===== src/rtl/float64_mul_iter_pkg.sv =====
// float64_pkg: shared constants, state and operand-class types, and the
// operand classifier for the iterative binary64 multiplier.
package float64_pkg;

   localparam int EXP_BIAS = 1023;
   localparam int EXP_MAX  = 2047;
   localparam int FRAC_W   = 52;
   localparam int MANT_W   = 53;
   localparam int PROD_W   = 106;
   localparam int EXP_W    = 13;
   localparam int CNT_W    = 6;

   localparam logic [63:0] CANON_NAN = 64'h7FF8_0000_0000_0000;

   // Unlock key compared against working_key when the lock build is enabled
   localparam logic [2:0] KEY = 3'b101;

   typedef enum logic [2:0] {
      IDLE,
      UNPACK,
      MUL,
      NORM,
      PACK,
      DONE
   } state_t;

   typedef enum logic [1:0] {
      NORMAL,
      ZERO,
      INF,
      NAN
   } fp_class_t;

   // Denormals (exp=0) are treated as zero; an all-ones exponent is Inf or NaN
   function automatic fp_class_t classify(input logic [10:0] exp_f,
                                          input logic [FRAC_W-1:0] frac_f);
      fp_class_t c;
      c = NORMAL;
      if (exp_f == '0) begin
         c = ZERO;
      end else if (exp_f == 11'(EXP_MAX)) begin
         c = (frac_f == '0) ? INF : NAN;
      end
      return c;
   endfunction

endpackage


===== src/rtl/float64_mul_iter_if.sv =====
// float64_mul_iter_if: ap_ctrl_hs block-level handshake plus operand and
// result buses. The caller uses the master modport, the multiplier the slave.
interface float64_mul_iter_if;
   import float64_pkg::*;

   logic        ap_start;
   logic        ap_done;
   logic        ap_idle;
   logic        ap_ready;
   logic [63:0] a;
   logic [63:0] b;
   logic [63:0] ap_return;

   modport master (
      output ap_start, a, b,
      input  ap_done, ap_idle, ap_ready, ap_return
   );

   modport slave (
      input  ap_start, a, b,
      output ap_done, ap_idle, ap_ready, ap_return
   );

endinterface


===== src/rtl/float64_mul_iter_mant_mul_seq.sv =====
// mant_mul_seq: 53x53 radix-2 shift-add mantissa multiplier. One multiplier
// bit is consumed per cycle, LSB first, so a multiply always takes exactly
// MANT_W iterations after start. done is high during the final iteration
// cycle; product holds the full result from the following cycle onward.
module mant_mul_seq
   import float64_pkg::*;
(
   input  logic              ap_clk,
   input  logic              ap_rst_n,
   input  logic              start,
   input  logic [MANT_W-1:0] mcand,
   input  logic [MANT_W-1:0] mplier,
   output logic              busy,
   output logic              done,
   output logic [PROD_W-1:0] product
);

   localparam logic [CNT_W-1:0] LAST_ITER = CNT_W'(MANT_W - 1);

   logic [PROD_W-1:0] acc;
   logic [PROD_W-1:0] mcand_sh;
   logic [MANT_W-1:0] mplier_sh;
   logic [CNT_W-1:0]  iter_cnt;

   assign done    = busy && (iter_cnt == LAST_ITER);
   assign product = acc;

   // Load operands on start, then add the shifted multiplicand for each set multiplier bit
   always_ff @(posedge ap_clk or negedge ap_rst_n) begin
      if (!ap_rst_n) begin
         acc       <= '0;
         mcand_sh  <= '0;
         mplier_sh <= '0;
         iter_cnt  <= '0;
         busy      <= 1'b0;
      end else if (start) begin
         acc       <= '0;
         mcand_sh  <= {{(PROD_W-MANT_W){1'b0}}, mcand};
         mplier_sh <= mplier;
         iter_cnt  <= '0;
         busy      <= 1'b1;
      end else if (busy) begin
         if (mplier_sh[0]) begin
            acc <= acc + mcand_sh;
         end
         mcand_sh  <= mcand_sh << 1;
         mplier_sh <= mplier_sh >> 1;
         if (iter_cnt == LAST_ITER) begin
            busy <= 1'b0;
         end else begin
            iter_cnt <= iter_cnt + 1'b1;
         end
      end
   end

endmodule


===== src/rtl/float64_mul_iter.sv =====
// float64_mul_iter: sequential IEEE-754 binary64 multiplier acting as the
// ap_ctrl_hs responder. Fixed 57-edge latency from acceptance to ap_done for
// every operand class; round-to-nearest-even, flush-to-zero on input and
// output, canonical quiet NaN.
// Optional build macro FLOAT64_MUL_LOCK_EN adds the working_key port; the
// packed result is XORed with the difference between working_key and KEY.
module float64_mul_iter
   import float64_pkg::*;
(
   input  logic ap_clk,
   input  logic ap_rst_n,
`ifdef FLOAT64_MUL_LOCK_EN
   input  logic [2:0] working_key,
`endif
   float64_mul_iter_if.slave bus
);

   localparam logic signed [EXP_W-1:0] EXP_MAX_S  = EXP_W'(EXP_MAX);
   localparam logic signed [EXP_W-1:0] EXP_BIAS_S = EXP_W'(EXP_BIAS);
   localparam logic signed [EXP_W-1:0] EXP_ZERO_S = '0;
   localparam logic [10:0]             EXP_ONES   = 11'(EXP_MAX);

   state_t state, next_state;

   logic [63:0] a_reg, b_reg;
   logic        sign_r;
   logic [10:0] exp_a_r, exp_b_r;
   fp_class_t   cls_a_r, cls_b_r;

   logic signed [EXP_W-1:0] e_r;
   logic [FRAC_W-1:0]       frac_r;
   logic                    guard_r, sticky_r;

   logic              core_start, core_busy, core_done;
   logic [PROD_W-1:0] core_prod;
   logic [PROD_W-2:0] norm_prod;

   logic signed [EXP_W-1:0] exp_sum;
   logic signed [EXP_W-1:0] e_rnd;
   logic [MANT_W-1:0]       frac_rnd;
   logic                    round_up;
   logic                    any_nan, any_inf, any_zero;
   logic [63:0]             pack_exact, pack_result;
   logic [63:0]             ret_r;

   mant_mul_seq u_core (
      .ap_clk   (ap_clk),
      .ap_rst_n (ap_rst_n),
      .start    (core_start),
      .mcand    ({1'b1, a_reg[FRAC_W-1:0]}),
      .mplier   ({1'b1, b_reg[FRAC_W-1:0]}),
      .busy     (core_busy),
      .done     (core_done),
      .product  (core_prod)
   );

   // Product of two normals lies in [2^104, 2^106); align the leading one just above bit 104
   assign norm_prod = core_prod[PROD_W-1] ? core_prod[PROD_W-2:0]
                                          : {core_prod[PROD_W-3:0], 1'b0};

   assign exp_sum = $signed({2'b00, exp_a_r}) + $signed({2'b00, exp_b_r}) - EXP_BIAS_S;

   assign bus.ap_return = ret_r;

   // State register; reset abandons any in-flight operation
   always_ff @(posedge ap_clk or negedge ap_rst_n) begin
      if (!ap_rst_n) begin
         state <= IDLE;
      end else begin
         state <= next_state;
      end
   end

   // Next-state and handshake outputs; the core runs for every operand class so latency is constant
   always_comb begin
      next_state   = state;
      core_start   = 1'b0;
      bus.ap_done  = 1'b0;
      bus.ap_ready = 1'b0;
      bus.ap_idle  = 1'b0;
      case (state)
         IDLE: begin
            bus.ap_idle = !bus.ap_start;
            if (bus.ap_start) begin
               next_state = UNPACK;
            end
         end
         UNPACK: begin
            core_start = 1'b1;
            next_state = MUL;
         end
         MUL: begin
            if (core_done || !core_busy) begin
               next_state = NORM;
            end
         end
         NORM: next_state = PACK;
         PACK: next_state = DONE;
         DONE: begin
            bus.ap_done  = 1'b1;
            bus.ap_ready = 1'b1;
            next_state   = IDLE;
         end
         default: next_state = IDLE;
      endcase
   end

   // Datapath registers: capture, unpack/classify, normalise, and the registered result
   always_ff @(posedge ap_clk or negedge ap_rst_n) begin
      if (!ap_rst_n) begin
         a_reg    <= '0;
         b_reg    <= '0;
         sign_r   <= 1'b0;
         exp_a_r  <= '0;
         exp_b_r  <= '0;
         cls_a_r  <= NORMAL;
         cls_b_r  <= NORMAL;
         e_r      <= '0;
         frac_r   <= '0;
         guard_r  <= 1'b0;
         sticky_r <= 1'b0;
         ret_r    <= '0;
      end else begin
         case (state)
            IDLE: begin
               if (bus.ap_start) begin
                  a_reg <= bus.a;
                  b_reg <= bus.b;
               end
            end
            UNPACK: begin
               sign_r  <= a_reg[63] ^ b_reg[63];
               exp_a_r <= a_reg[62:52];
               exp_b_r <= b_reg[62:52];
               cls_a_r <= classify(a_reg[62:52], a_reg[FRAC_W-1:0]);
               cls_b_r <= classify(b_reg[62:52], b_reg[FRAC_W-1:0]);
            end
            NORM: begin
               e_r      <= exp_sum + EXP_W'(core_prod[PROD_W-1]);
               frac_r   <= norm_prod[PROD_W-2 -: FRAC_W];
               guard_r  <= norm_prod[PROD_W-2-FRAC_W];
               sticky_r <= |norm_prod[PROD_W-3-FRAC_W:0];
            end
            PACK: begin
               ret_r <= pack_result;
            end
            default: ;
         endcase
      end
   end

   // Round to nearest even, then apply special-case priority and range limits
   always_comb begin
      round_up   = guard_r & (sticky_r | frac_r[0]);
      frac_rnd   = {1'b0, frac_r} + MANT_W'(round_up);
      e_rnd      = e_r + EXP_W'(frac_rnd[FRAC_W]);
      any_nan    = (cls_a_r == NAN) || (cls_b_r == NAN);
      any_inf    = (cls_a_r == INF) || (cls_b_r == INF);
      any_zero   = (cls_a_r == ZERO) || (cls_b_r == ZERO);
      pack_exact = '0;
      if (any_nan || (any_inf && any_zero)) begin
         pack_exact = CANON_NAN;
      end else if (any_inf) begin
         pack_exact = {sign_r, EXP_ONES, {FRAC_W{1'b0}}};
      end else if (any_zero) begin
         pack_exact = {sign_r, 63'b0};
      end else if (e_rnd >= EXP_MAX_S) begin
         pack_exact = {sign_r, EXP_ONES, {FRAC_W{1'b0}}};
      end else if (e_rnd <= EXP_ZERO_S) begin
         pack_exact = {sign_r, 63'b0};
      end else begin
         // A rounding carry leaves the low FRAC_W bits at zero, which is the cleared fraction
         pack_exact = {sign_r, e_rnd[10:0], frac_rnd[FRAC_W-1:0]};
      end
   end

`ifdef FLOAT64_MUL_LOCK_EN
   assign pack_result = pack_exact ^ {61'b0, working_key ^ KEY};
`else
   assign pack_result = pack_exact;
`endif

endmodule

===== src/flat_wrapper.sv =====
// flat-port wrapper written by rule: the top's interface ports become plain ports
module float64_mul_iter_flat import float64_pkg::*;
  (ap_clk, ap_rst_n, bus_ap_start, bus_a, bus_b, bus_ap_done, bus_ap_idle, bus_ap_ready, bus_ap_return);
  float64_mul_iter_if bus_i ();
  input  logic ap_clk;
  input  logic ap_rst_n;
  input wire logic [$bits(bus_i.ap_start)-1:0] bus_ap_start;
  input wire logic [$bits(bus_i.a)-1:0] bus_a;
  input wire logic [$bits(bus_i.b)-1:0] bus_b;
  output wire logic [$bits(bus_i.ap_done)-1:0] bus_ap_done;
  output wire logic [$bits(bus_i.ap_idle)-1:0] bus_ap_idle;
  output wire logic [$bits(bus_i.ap_ready)-1:0] bus_ap_ready;
  output wire logic [$bits(bus_i.ap_return)-1:0] bus_ap_return;
  assign bus_i.ap_start = bus_ap_start;
  assign bus_i.a = bus_a;
  assign bus_i.b = bus_b;
  assign bus_ap_done = bus_i.ap_done;
  assign bus_ap_idle = bus_i.ap_idle;
  assign bus_ap_ready = bus_i.ap_ready;
  assign bus_ap_return = bus_i.ap_return;
  float64_mul_iter u_core (.ap_clk(ap_clk), .ap_rst_n(ap_rst_n), .bus(bus_i));
endmodule

===== config.mk =====
export PLATFORM = sky130hd
export DESIGN_NAME = float64_mul_iter_flat
export DESIGN_NICKNAME = d
export VERILOG_FILES = /design/src/rtl/float64_mul_iter_pkg.sv /design/src/rtl/float64_mul_iter_if.sv /design/src/rtl/float64_mul_iter_mant_mul_seq.sv /design/src/rtl/float64_mul_iter.sv /design/src/flat_wrapper.sv
export SDC_FILE = /design/constraint.sdc
export NUM_CORES = 1
export LEC_CHECK = 0
export CORE_ASPECT_RATIO = 0.9
export CORE_MARGIN = 2
export CORE_UTILIZATION = 65
export CTS_CLUSTER_DIAMETER = 50
export DETAILED_ROUTE_END_ITERATION = 10
export PLACE_DENSITY = 0.86
export SLEW_MARGIN = 20
export SYNTH_ARGS = -nofsm -noshare
export SYNTH_HDL_FRONTEND = slang
export SYNTH_HIERARCHICAL = 1
export SYNTH_SLANG_ARGS = --single-unit

===== constraint.sdc =====
create_clock -name ap_clk -period 8.87 [get_ports ap_clk]
set_input_delay 1.774 -clock ap_clk [delete_from_list [all_inputs] [get_ports ap_clk]]
set_output_delay 1.774 -clock ap_clk [all_outputs]
set_load 0.01 [all_outputs]

==> run_results.csv <==
group,metric,value,unit
drt,first_pass_iters,7,
drt,wl_per_cell,20.77,um
timing,min_period,5169,ps
final_layout,final_cells,4233,
final_layout,syn_to_final_growth,13.14,%
critical_path,worstReg2RegEnd,"u_core/bus.ap_return[3]",
critical_path,worst_ep_arrival_time,5690,ps
critical_path,critPathCaptureType,"flop",
floorplanning,die_w,240.8,um
power_and_ir_drop,p_per_area,202.6,nW/um^2
synthesis,syn_area,32800,um^2
drt,drtAntennaViolNets,0,
clocking,post_cts_buffers,0,
hold_path,min_delay_path_depth,2,
global_routing,overflow,0,
synthesis,synth_cell_type_count,106,
timing,skew,30.85,ps
final_layout,diodes,0,
global_routing,antenna_found_initial,2,
global_routing,grt_pass1_vias,26410,
hold_path,hold_class,"reg2reg",
critical_path,worst_path_most_repeated_cell,"nor4_1",
power_and_ir_drop,cellLeakagePower,17.07,nW
placement,gp_congestion,0.9741,
clocking,cts.sinks,561,
clocking,cts_buffer_depth,3,
timing,finalCritPeriodShare,58.27,%
final_layout,final_util,73.97,%
synthesis,synth_ff_type,"dfrtp_1",
critical_path,startpoint_type,"flop",
clocking,hold_buffers,0,
timing,setup_violations,0,
final_layout,finish.instance_area,37110,um^2
critical_path,crit_chain,"nand3_1 > nor2_1 > nand2_1 > nor4_1 > nand4_1 > nor4_1 > ha_1 > nand4_1 > nor4_1 > xor2_1 > nor2_1 > nand2_4 > o41ai_1",
synthesis,synth_edf_count,0,
global_routing,track_usage,33.63,%
global_routing,grt_first_pass_wirelength,141100,um
synthesis,synth_area_per_cell,9.565,um^2
drt,routed_wl,87930,um
placement,placedCellCount,4119,
critical_path,ff2ff_path_depth,13,
run,cap_violations,0,
synthesis,synth_seq_cells,561,
synthesis,synth_seq_area_share,42.80,%
timing,worstMarginPinSlew,1246,ps
hold_path,hold_path_end,"u_core/bus.ap_return[48]",
clocking,clockRootBuffer,"clkbuf_16",
critical_path,path_buf_inv,0,
placement,post-dp-hpwl,62370,um
global_routing,grt_max_degree,263,
synthesis,syn_inst,3429,
clocking,clkLatencyLatePin,650,ps
final_layout,fin_nets,3769,
final_layout,drive_above_1_share,10.89,%
clocking,cts_resized,0,
drt,avgViaCountPerCell,6.361,
floorplanning,fp-row-count,78,
critical_path,cp_max_fo,49,
synthesis,ys.warnings.count,6,
drt,vias,26930,
clocking,clk_pin_slew,60,ps
floorplanning,die_height,217.1,um
floorplanning,core,50160,um^2
critical_path,rr_startpoint,"u_core/frac_r[13]",
drt,drc,0,
critical_path,rrSetupSlack,3700,ps
critical_path,crit_type,"reg2reg",
timing,rsz0062_at_grt,"false",
floorplanning,die_area,52270,um^2
critical_path,critPathTopFamily,"simple AND/OR/NAND/NOR gates",
timing,relSlewSlack,16.16,%
clocking,tritoncts.num_buffers,61,
critical_path,cpMaxStageDelayCell,"nand2_4",
floorplanning,initial_core_util,65.38,%
timing,slew_violations,0,
critical_path,cp.required,9390,ps
hold_path,worstHoldStart,"u_core/bus.ap_return[48]",
timing,finalHoldViolations,0,
critical_path,slowest_delay,570,ps
timing,max_clock_freq,193.5,MHz
drt,drtIter0Drc,2457,
placement,placed_cell_area,34880,um^2
synthesis,synthArstFlopShare,100.0,%
clocking,cts_tree,"done",
timing,setup_tns,0,ps
clocking,htree_levels,2,
floorplanning,io_pins,198,
placement,io_buffers,197,
power_and_ir_drop,peakVddDrop,0.1839,mV
run_status,status,"finished, final reports clean",
metrics by stage:
step,power [mW],hold slack [ps],worst slack [ps]
floorplan,4.245,449.8,4969
global route,7.857,499.5,3190
CTS,7.509,481.3,3693
finish,7.519,482.1,3701
global placement,4.721,460.1,3872
detailed placement,4.778,467.1,3733
worst max path at each step:
stage / slack [ps] / to / cells past startpoint / start
2_1_floorplan: 4970 / bus_ap_idle / 1 / bus_ap_start
3_3_place_gp: 3870 / u_core/bus.ap_return[3] / 13 / u_core/frac_r[13]
3_5_place_dp: 3730 / u_core/bus.ap_return[2] / 13 / u_core/frac_r[13]
4_1_cts: 3690 / u_core/bus.ap_return[14] / 13 / u_core/frac_r[13]
5_1_grt: 3190 / u_core/bus.ap_return[3] / 13 / u_core/frac_r[13]
6_report: 3700 / u_core/bus.ap_return[3] / 13 / u_core/frac_r[13]
area by class of cell:
type | count | area, um^2
multi-input combinational | 2605 | 17630
sequential | 561 | 14040
fill | 3501 | 13060
timing repair buffer | 217 | 2185
clock buffer | 83 | 1780
tap | 680 | 850.8
clock inverter | 30 | 407.9
inverter | 57 | 214.0
cells in the final DEF, fill, tap and decap left out, types with 16 or more instances in the layout:
cell type / n
buf_4: 16
a21oi_1: 248
o21ai_1: 23
mux2i_1: 213
clkbuf_16: 62
o41ai_2: 50
inv_1: 57
clkdlybuf4s50_1: 196
a211oi_1: 16
mux2_2: 148
nand2b_1: 19
nand3_1: 54
nor4_1: 55
ha_1: 133
o21ai_0: 309
nor2_1: 203
nand4_1: 83
xnor2_1: 75
xor2_1: 88
nand2_1: 521
nor3_1: 31
a21o_1: 32
dfrtp_1: 559
and3_1: 19
o21bai_1: 27
and4_1: 16
metal layers:
| layer | part of all wire [%] | wire length [um] | global-route usage (%) | vias up |
|---|---|---|---|---|
| met5 | 0.016 | 14 | 0 | - |
| met1 | 44 | 38340 | 47.47 | 13240 |
| li1 | - | - | - | 12460 |
| met2 | 47 | 41230 | 53.85 | 1044 |
| met3 | 6.4 | 5620 | 4.477 | 181 |
| met4 | 3.1 | 2732 | 11.40 | 2 |
where the power goes:
part | leakage [nW] | internal, mW | switching (mW)
Clock | 1.07 | 1.62 | 1.09
Combinational | 8.54 | 0.678 | 1.08
Sequential | 7.46 | 2.78 | 0.270
Total | 17.1 | 5.08 | 2.44
logic make-up (layout without fill, tap and decap cells):
family                     after synthesis  count (layout)  share of synthesized area, %
AOI/OAI and AO/OA                      844             844                         16.69
xor gates and xnor gates               163             163                         4.353
adders and majority gates              135             135                         5.196
buffers and inverters                  264             387                         3.578
DFF                                    561             561                         42.80
muxes                                  361             361                         11.58
other                                    1               2                       0.01143
and+or+nand+nor                       1100            1100                         15.79
cells in the mapped netlist (8+ instances only):
library cell  count  area (um^2)
o31ai_1          15        112.6
and3_1           19        118.9
nand4_1          83        519.3
a31oi_1          11        68.82
o41ai_2          50        813.3
nor2b_1          15        93.84
buf_1            16        60.06
and4_1           16        140.1
nand2b_1         20        125.1
and2_1           16        100.1
a21oi_1         248         1241
xor2_1           88        770.7
o21a_1           15        112.6
ha_1            133         1664
inv_1            57        214.0
nor4_1           55        344.1
nor3_1           31        155.2
buf_4            19        142.6
o211ai_1          8        60.06
o21bai_1         27        202.7
buf_2            38        190.2
nand3_1          54        270.3
o21ai_0         309         1546
dfrtp_1         561        14040
clkbuf_1        126        473.0
a211oi_1         16        120.1
mux2i_1         213         2132
o21ai_1          23        115.1
xnor2_1          75        656.9
or3_1            14        87.58
nor2_1          204        765.7
a21boi_0          9        67.56
nand2_1         523         1963
a21o_1           32        240.2
mux2_2          148         1667
tightest hold or removal path, stage by stage, from the launching register on:
cell,delay (ps)
dfrtp_1,340
nand2_1,70
o41ai_2,50
No activity file was read; power rests on OpenSTA's default activity.
